===== src/rtl/mem_arbiter.sv =====
// Arbitrates one shared memory port between instruction-fetch (I) and load/store (D)
// requesters: D priority with a streak limit, one outstanding transaction, wait-state timeout.
module mem_arbiter #(
  parameter int ADDR_W     = 32,
  parameter int DATA_W     = 32,
  parameter int STREAK_MAX = 3,
  parameter int TIMEOUT    = 255
) (
  input  logic                  clk,
  input  logic                  reset,
  input  logic                  i_req,
  input  logic [ADDR_W-1:0]     i_addr,
  output logic [DATA_W-1:0]     i_rdata,
  output logic                  i_done,
  output logic                  i_err,
  input  logic                  d_req,
  input  logic [ADDR_W-1:0]     d_addr,
  input  logic [DATA_W-1:0]     d_wdata,
  input  logic [DATA_W/8-1:0]   d_wmask,
  output logic [DATA_W-1:0]     d_rdata,
  output logic                  d_done,
  output logic                  d_err,
  output logic                  m_req,
  output logic [ADDR_W-1:0]     m_addr,
  output logic [DATA_W-1:0]     m_wdata,
  output logic [DATA_W/8-1:0]   m_wmask,
  input  logic                  m_ack,
  input  logic [DATA_W-1:0]     m_rdata,
  output logic                  busy,
  output logic                  owner_d
);

  localparam int         MASK_W     = DATA_W / 8;
  localparam logic [3:0] STREAK_LIM = 4'(STREAK_MAX);
  localparam logic [7:0] WAIT_LIM   = 8'(TIMEOUT);

  typedef enum logic [1:0] {IDLE, GRANT, RESP} state_t;

  state_t              state_q, state_d;
  logic [3:0]          streak_q, streak_d;
  logic [7:0]          wait_q, wait_d;
  logic                m_req_q, m_req_d;
  logic [ADDR_W-1:0]   m_addr_q, m_addr_d;
  logic [DATA_W-1:0]   m_wdata_q, m_wdata_d;
  logic [MASK_W-1:0]   m_wmask_q, m_wmask_d;
  logic [DATA_W-1:0]   i_rdata_q, i_rdata_d;
  logic                i_done_q, i_done_d;
  logic                i_err_q, i_err_d;
  logic [DATA_W-1:0]   d_rdata_q, d_rdata_d;
  logic                d_done_q, d_done_d;
  logic                d_err_q, d_err_d;
  logic                busy_q, busy_d;
  logic                owner_d_q, owner_d_d;

  always_comb begin
    state_d   = state_q;
    streak_d  = streak_q;
    wait_d    = wait_q;
    m_req_d   = m_req_q;
    m_addr_d  = m_addr_q;
    m_wdata_d = m_wdata_q;
    m_wmask_d = m_wmask_q;
    i_rdata_d = i_rdata_q;
    i_done_d  = i_done_q;
    i_err_d   = i_err_q;
    d_rdata_d = d_rdata_q;
    d_done_d  = d_done_q;
    d_err_d   = d_err_q;
    owner_d_d = owner_d_q;

    case (state_q)
      IDLE: begin
        if (d_req && !(i_req && streak_q == STREAK_LIM)) begin
          state_d   = GRANT;
          m_req_d   = 1'b1;
          m_addr_d  = d_addr;
          m_wdata_d = d_wdata;
          m_wmask_d = d_wmask;
          owner_d_d = 1'b1;
          // D only beats a waiting I below the limit, so +1 never passes STREAK_MAX
          streak_d  = i_req ? streak_q + 4'd1 : '0;
        end else if (i_req) begin
          state_d   = GRANT;
          m_req_d   = 1'b1;
          m_addr_d  = i_addr;
          m_wdata_d = '0;
          m_wmask_d = '0;
          owner_d_d = 1'b0;
          streak_d  = '0;
        end
      end
      GRANT: begin
        if (m_ack) begin
          state_d = RESP;
          m_req_d = 1'b0;
          wait_d  = '0;
          if (owner_d_q) begin
            d_rdata_d = m_rdata;
            d_done_d  = 1'b1;
            d_err_d   = 1'b0;
          end else begin
            i_rdata_d = m_rdata;
            i_done_d  = 1'b1;
            i_err_d   = 1'b0;
          end
        end else if (wait_q + 8'd1 == WAIT_LIM) begin
          state_d = RESP;
          m_req_d = 1'b0;
          wait_d  = '0;
          if (owner_d_q) begin
            d_rdata_d = '0;
            d_done_d  = 1'b1;
            d_err_d   = 1'b1;
          end else begin
            i_rdata_d = '0;
            i_done_d  = 1'b1;
            i_err_d   = 1'b1;
          end
        end else begin
          wait_d = wait_q + 8'd1;
        end
      end
      RESP: begin
        state_d  = IDLE;
        i_done_d = 1'b0;
        i_err_d  = 1'b0;
        d_done_d = 1'b0;
        d_err_d  = 1'b0;
      end
      default: state_d = IDLE;
    endcase

    busy_d = (state_d != IDLE);
  end

  always_ff @(posedge clk or posedge reset) begin
    if (reset) begin
      state_q   <= IDLE;
      streak_q  <= '0;
      wait_q    <= '0;
      m_req_q   <= 1'b0;
      m_addr_q  <= '0;
      m_wdata_q <= '0;
      m_wmask_q <= '0;
      i_rdata_q <= '0;
      i_done_q  <= 1'b0;
      i_err_q   <= 1'b0;
      d_rdata_q <= '0;
      d_done_q  <= 1'b0;
      d_err_q   <= 1'b0;
      busy_q    <= 1'b0;
      owner_d_q <= 1'b0;
    end else begin
      state_q   <= state_d;
      streak_q  <= streak_d;
      wait_q    <= wait_d;
      m_req_q   <= m_req_d;
      m_addr_q  <= m_addr_d;
      m_wdata_q <= m_wdata_d;
      m_wmask_q <= m_wmask_d;
      i_rdata_q <= i_rdata_d;
      i_done_q  <= i_done_d;
      i_err_q   <= i_err_d;
      d_rdata_q <= d_rdata_d;
      d_done_q  <= d_done_d;
      d_err_q   <= d_err_d;
      busy_q    <= busy_d;
      owner_d_q <= owner_d_d;
    end
  end

  assign i_rdata = i_rdata_q;
  assign i_done  = i_done_q;
  assign i_err   = i_err_q;
  assign d_rdata = d_rdata_q;
  assign d_done  = d_done_q;
  assign d_err   = d_err_q;
  assign m_req   = m_req_q;
  assign m_addr  = m_addr_q;
  assign m_wdata = m_wdata_q;
  assign m_wmask = m_wmask_q;
  assign busy    = busy_q;
  assign owner_d = owner_d_q;

endmodule


===== config.mk =====
export PLATFORM = sky130hd
export DESIGN_NAME = mem_arbiter
export DESIGN_NICKNAME = d
export VERILOG_FILES = /design/src/rtl/mem_arbiter.sv
export SDC_FILE = /design/constraint.sdc
export NUM_CORES = 1
export LEC_CHECK = 0
export BUFFER_PORTS_ARGS = -buffer_cell sky130_fd_sc_hd__clkbuf_2
export CORE_ASPECT_RATIO = 1.75
export CORE_MARGIN = 3
export CORE_UTILIZATION = 30
export DETAILED_ROUTE_END_ITERATION = 8
export PLACE_DENSITY_LB_ADDON = 0.08
export SYNTH_ARGS = -nofsm -noshare
export SYNTH_HDL_FRONTEND = slang
export SYNTH_SLANG_ARGS = --single-unit

===== constraint.sdc =====
create_clock -name clk -period 6.5 [get_ports clk]
set_clock_uncertainty 0.1 [all_clocks]
set_input_delay 0.65 -clock clk [delete_from_list [all_inputs] [get_ports clk]]
set_output_delay 0.65 -clock clk [all_outputs]
set_load 0.1 [all_outputs]

# Yosys cells after proc, flatten, opt, wreduce, memory -nomap -nowiden
# Index checks and enable logic that the tools add are counted.
[totals]
output_inout_bits = 139
regBits = 153
word_cells = 90
input_bits = 137
[op_classes]
n_mux = 48
add_sub_neg = 2
n_eq_ne = 8
bitwise_logic = 1
n_reduce_logical = 16
[op_table]
columns = ["cell", "count"]
rows = [
  ["$mux W32", 12],
  ["$mux W1", 20],
  ["$mux W4", 4],
  ["$mux W8", 2],
  ["$reduce_and A3 Y1", 5],
  ["$pmux W1 S2", 5],
  ["$reduce_bool A2 Y1", 5],
  ["$add A8 B1 Y8 const B", 1],
  ["$eq A8 B8 Y1 const B", 1],
  ["$mux W2", 4],
  ["$ne A3 B3 Y1 const B", 2],
  ["$add A4 B1 Y4 const B", 1],
  ["$eq A4 B2 Y1 const B", 1],
  ["$ne A2 B2 Y1 const B", 2],
  ["$pmux W2 S2", 1],
  ["$reduce_and A2 Y1", 2],
  ["$eq A2 B1 Y1 const B", 1],
  ["$eq A2 B2 Y1 const B", 1],
  ["$logic_and A1 B1 Y1", 2],
  ["$logic_not A2 Y1", 1],
  ["$logic_not A1 Y1", 1],
  ["$not A1 Y1", 1],
]

# Logic depth before layout (Yosys ltp)
# Gate-level depths: netlist (run 1).
[depth]
ltp_word = 7
depth_mapped = 8

# Worst setup path after synthesis (run 1)
# OpenSTA, ideal clock, no wires.
[synth_timing]
path_kind = "reg2reg"
from = "reg owner_d_q, in the netlist owner_d"
to = "reg d_rdata_q[0], in the netlist d_rdata[0]"
required_time_ps = 6331
period_less_slack_ps = 2324
stages_incl_launch_ff = 6
path_slack_ps = 4176
arrival_time_ps = 2155
path_buffers = 2
cell_sequence = "dfrtp_1 clkbuf_2 inv_1 nor3_1 clkbuf_1 a22o_1"
[synth_via]
elab_chain_cells = 1
[synth_rtl]
columns = ["element", "line_no", "text"]
rows = [
  ["from (decl)", "53", "logic owner_d_q, owner_d_d;"],
  ["from (signal assigned)", "168", "owner_d_q <= owner_d_d;"],
  ["$reduce_and A3 Y1 (no source line)", "--", ""],
  ["to (signal assigned)", "164", "d_rdata_q <= d_rdata_d;"],
  ["to (decl)", "49", "logic [DATA_W-1:0] d_rdata_q, d_rdata_d;"],
]
# No other way between the ends.
# A chain may end at the register's enable or synchronous reset.

# Worst setup path in the final report (run 1)
[layout_timing]
from = "reg wait_q[1]"
to = "reg d_rdata_q[5], in the netlist d_rdata[5]"
[layout_via]
elab_chain_cells = 4
[layout_rtl]
columns = ["element", "line_no", "text"]
rows = [
  ["from (decl)", "41", "logic [7:0] wait_q, wait_d;"],
  ["from (signal assigned)", "156", "wait_q <= wait_d;"],
  ["$add A8 B1 Y8", "106", "end else if (wait_q + 8'd1 == WAIT_LIM) begin"],
  ["$eq A8 B8 Y1", "106", ""],
  ["$reduce_bool A2 Y1 (no source line)", "--", ""],
  ["$reduce_and A3 Y1 (no source line)", "--", ""],
]
# No other way between the ends.

==> impl_metrics.json, run 1 <==
{
  "portBuffers": 275,
  "cts_tree": "yes",
  "worstReg2RegStart": "wait_q[1]",
  "wirelength_um": 18000,
  "drc": 0,
  "cp-end-kind": "register",
  "path_class": "reg2reg",
  "vias": 5078,
  "yosysSeqAreaShare": 0.606,
  "hp-class": "in2async",
  "status": "complete, no violations",
  "dieArea_um2": 22900,
  "antenna_found_initial": 0,
  "globalplace.congestion": 0.730,
  "ant_nets": 0,
  "dp.cells": 990,
  "cts_inserted_buffers": 17,
  "grt_pass1_vias": 5378,
  "maxCapViolCount": 0,
  "first_pass_iters": 4,
  "antenna_cells": 0,
  "clockBufferDepth": 2,
  "initial_core_util": 0.308,
  "insertion_delay_ps": 420,
  "num_rows": 69,
  "syn_inst": 499,
  "hpwl_um": 12600,
  "synth_edf_count": 0,
  "synth-seq-cells": 153,
  "critPathLaunchType": "register",
  "root_buffer": "clkbuf_16",
  "syn2layout_area_growth_pct": 34.3,
  "track_usage": 0.157,
  "worstPathArrival_ps": 2860,
  "cts_resized": 0,
  "final_nets": 904,
  "die_w_um": 116,
  "ctsHoldBuffers": 0,
  "worstMarginPinSlew_ps": 1200,
  "layout-drive-gt1-share": 0.422,
  "crit_start": "wait_q[1]",
  "htreeDepth": 4,
  "slew_viol_final": 0,
  "post_cts_buffers": 0,
  "grt_pass1_wl_um": 28300,
  "ys_types": 49,
  "wl_per_cell_um": 17.6,
  "path_clk_slew_ps": 60,
  "fin_cells": 1022,
  "grt_max_degree": 104,
  "grt_setup_unrepaired": "no",
  "core_um2": 20500,
  "synth_nets": 642,
  "synth_flop_cell": "dfrtp_1",
  "overflow": 0,
  "cts_sinks": 153,
  "fin_crit_sh": 0.408,
  "ys_warn_count": 0,
  "setup_tns_ps": 0,
  "relSlewSlack": 0.200,
  "ios": 276,
  "finalHoldViolations": 0,
  "timing.final.crit_period_ps": 2660,
  "syn_avg_cell_area_um2": 12.7,
  "viasPerCell": 4.97,
  "synthArstFlopShare": 1.00,
  "critPathMaxFanout": 32,
  "synth.cell_area_um2": 6320,
  "die_y_um": 198,
  "max_freq_mhz": 377,
  "r2r_slack_ps": 3840,
  "setup_viol": 0,
  "cp.required_ps": 6700,
  "drtIter0Drc": 314
}
registers in the layout (all words and copies together) (netlist names):
signal	cells
busy	1
d_done	1
d_err	1
d_rdata	32
i_done	1
i_err	1
i_rdata	32
m_addr	32
m_req	1
m_wdata	32
m_wmask	4
owner_d	1
state_q	2
streak_q	4
wait_q	8
layout by cell type (no fill, tap or decap), drive strengths merged, types with 6 or more instances in the layout:
master    n
nand3     7
nand4     7
clkbuf  296
inv      13
dfrtp   153
a22o    100
nand2    44
mux2i    32
o21ai    41
ha        6
a21oi     9
synth_stat cells, types with 6 or more instances:
cell	number	area (um^2)
nand2_1	44	165
nand3_1	7	35.0
o21ai_0	23	115
a22o_1	100	876
mux2i_1	32	320
dfrtp_1	153	3830
a21oi_1	9	45.0
ha_1	6	75.1
clkbuf_1	21	78.8
o21ai_1	17	85.1
inv_1	9	33.8
path summary, 6_finish.rpt:
check | end | depth (start not counted)
max reg2reg | d_rdata[5] | 6
max in group asynchronous | i_rdata[7] | 3
max | d_rdata[5] | 6
min in group clk | m_wmask[3] | 2
min | m_addr[4] | 2
min reg2reg | m_addr[8] | 2
routing by layer:
layer / global-route usage / up-vias / routed length [um]
li1: - / 2399 / -
met1: 0.191 / 2436 / 7330
met2: 0.258 / 219 / 8860
met3: 0.0502 / 24 / 1430
met4: 0.0585 / 0 / 335
met5: 0 / - / 0
critical path, cell delays in order (launching register included):
cell	delay (ps)
dfrtp_1	450
ha_1	310
nand4b_1	200
o22a_1	250
o211ai_4	320
nand4_4	510
a22o_1	370
metrics by stage:
stage / utilization / setup WS, ps / hold WS (ps) / instance area [um^2]
CTS: 0.413 / 3830 / 312 / 8480
finish: 0.413 / 3840 / 268 / 8480
global placement: 0.383 / 3800 / 363 / 7880
detailed placement: 0.383 / 3740 / 370 / 7880
floorplan: - / 1630 / 370 / 6320
global route: 0.413 / 3490 / 312 / 8480
kinds of logic (layout without fill, tap and decap cells):
group | after synthesis | in the layout | share of synthesized area
AND/OR/NAND/NOR | 76 | 76 | 0.0622
XOR/XNOR | 3 | 3 | 0.00535
AO/OA/AOI/OAI | 182 | 182 | 0.226
adder cells (fa/ha/maj) | 6 | 6 | 0.0119
flip-flops | 153 | 153 | 0.606
multiplexers | 32 | 32 | 0.0507
buffers and inverters | 47 | 322 | 0.0378
cell type report:
| class | instances | area, um^2 |
|---|---|---|
| Fill cell | 2016 | 12100 |
| Sequential cell | 153 | 3830 |
| Multi-Input combinational cell | 299 | 2280 |
| Timing Repair Buffer | 280 | 1410 |
| Clock buffer | 21 | 470 |
| Tap cell | 248 | 310 |
| Clock inverter | 11 | 134 |
| Inverter | 10 | 42.5 |
Power of run 1 is not shown: default switching activity piles up to over one toggle a cycle in this logic, so the estimate is an artifact.
==> inputs of run 2 (changes only) <==
- clock period: 6.5 -> 2.55 ns (I/O delays scaled with it)
==> run 2 against run 1 <==
Net effect:
- non-clock buffer count up 102
- die area unchanged
- clock-buffer cell count down 2
- sequential cell count unchanged
- global-route usage up 0.30 points
- critical endpoint is now d_rdata[2]
==> impl_metrics.json, run 2 (synthesis results as in run 1) <==
{
  "cp.required_ps": 2760,
  "final_nets": 1006,
  "setup_viol": 0,
  "track_usage": 0.160,
  "fillers": 1901,
  "ant_nets": 0,
  "seqCellArea_um2": 3830,
  "initial_core_util": 0.308,
  "first_pass_iters": 4,
  "overflow": 0,
  "cp-end-kind": "register",
  "timing.final.crit_period_ps": 2350,
  "critPathMaxFanout": 32,
  "syn2layout_area_growth_pct": 52.3,
  "vias": 5556,
  "worstPathArrival_ps": 2560,
  "final_cell_mix": "clkbuf_2 (275), dfrtp_1 (153), a22o_1 (100)",
  "fin_cells": 1124,
  "finalHoldViolations": 0,
  "relSlewSlack": 0.231,
  "wl_per_cell_um": 16.3,
  "clockBufferDepth": 2,
  "grt_pass1_wl_um": 29000,
  "antenna_found_initial": 0,
  "die_w_um": 116,
  "wirelength_um": 18300,
  "cts_resized": 0,
  "setup_tns_ps": 0,
  "dieArea_um2": 22900,
  "maxCapViolCount": 0,
  "layout_commonest_cell": "clkbuf_2",
  "path_clk_slew_ps": 60,
  "drc": 0,
  "hpwl_um": 12800,
  "grt_setup_unrepaired": "no",
  "root_buffer": "clkbuf_16",
  "globalplace.congestion": 0.777,
  "slew_viol_final": 0,
  "grt_max_degree": 61,
  "hp-class": "in2reg",
  "cts_tree": "yes",
  "viasPerCell": 4.94,
  "die_y_um": 198,
  "path_class": "reg2reg",
  "portBuffers": 275,
  "worstMarginPinSlew_ps": 1150,
  "cts_inserted_buffers": 17,
  "antenna_cells": 0,
  "insertion_delay_ps": 420,
  "max_freq_mhz": 425,
  "status": "complete, no violations",
  "num_rows": 69,
  "drtIter0Drc": 256,
  "layout-drive-gt1-share": 0.382,
  "htreeDepth": 4,
  "cts_sinks": 153,
  "core_um2": 20500,
  "post_cts_buffers": 0,
  "ios": 276,
  "dp.cells": 999,
  "grt_pass1_vias": 5899,
  "critPathLaunchType": "register",
  "multi_input_area_um2": 2280,
  "fin_crit_sh": 0.922
}
## run 2: layout make-up
class,instances,share of cell area
well taps,248,0.0322
multi-input cells,299,0.237
clock inverters,13,0.0224
repair buffers,382,0.261
clock buffers,19,0.0450
inverters,10,0.00429
flip-flops and latches,153,0.398
## run 2: worst paths after layout
check	startpoint	end	slack, ps	cells after the start
hold reg to reg	m_addr[4]	m_addr[4]	380	2
setup / recovery	wait_q[0]	d_rdata[2]	200	7
hold / removal	d_addr[23]	m_addr[23]	20	3
setup reg to reg	wait_q[0]	d_rdata[2]	200	7
min in group asynchronous	reset	wait_q[1]	430	3
max in group asynchronous	reset	i_rdata[23]	1210	4
## run 2: layer usage
layer / GRT usage / share of wire
met5: 0 / 0
met2: 0.278 / 0.51
met1: 0.184 / 0.41
met3: 0.0459 / 0.063
met4: 0.0598 / 0.021
## run 2: through the flow
| stage | utilization | cell area, um^2 | hold slack [ps] | setup slack [ps] |
|---|---|---|---|---|
| after floorplan | - | 6320 | 288 | 226 |
| after global placement | 0.392 | 8050 | 339 | 301 |
| after detailed placement | 0.392 | 8050 | 351 | 237 |
| after CTS | 0.468 | 9610 | 1.43 | 210 |
| after global routing | 0.468 | 9620 | 6.59 | 83.7 |
| final | 0.468 | 9620 | 15.7 | 198 |
## run 2: repair_timing
action,CTS,global route
endpoints found under the hold margin,140,1
setup endpoints to repair,0,0
hold buffers,92,1
## run 2: critical path, stage by stage (launching register included)
cell and delay (ps):
dfrtp_1 440, ha_1 320, nand4b_1 210, o22a_1 250, o211ai_4 330, nand4_4 150, buf_12 200, a22o_1 200
Power of run 2 is left out for the same reason.
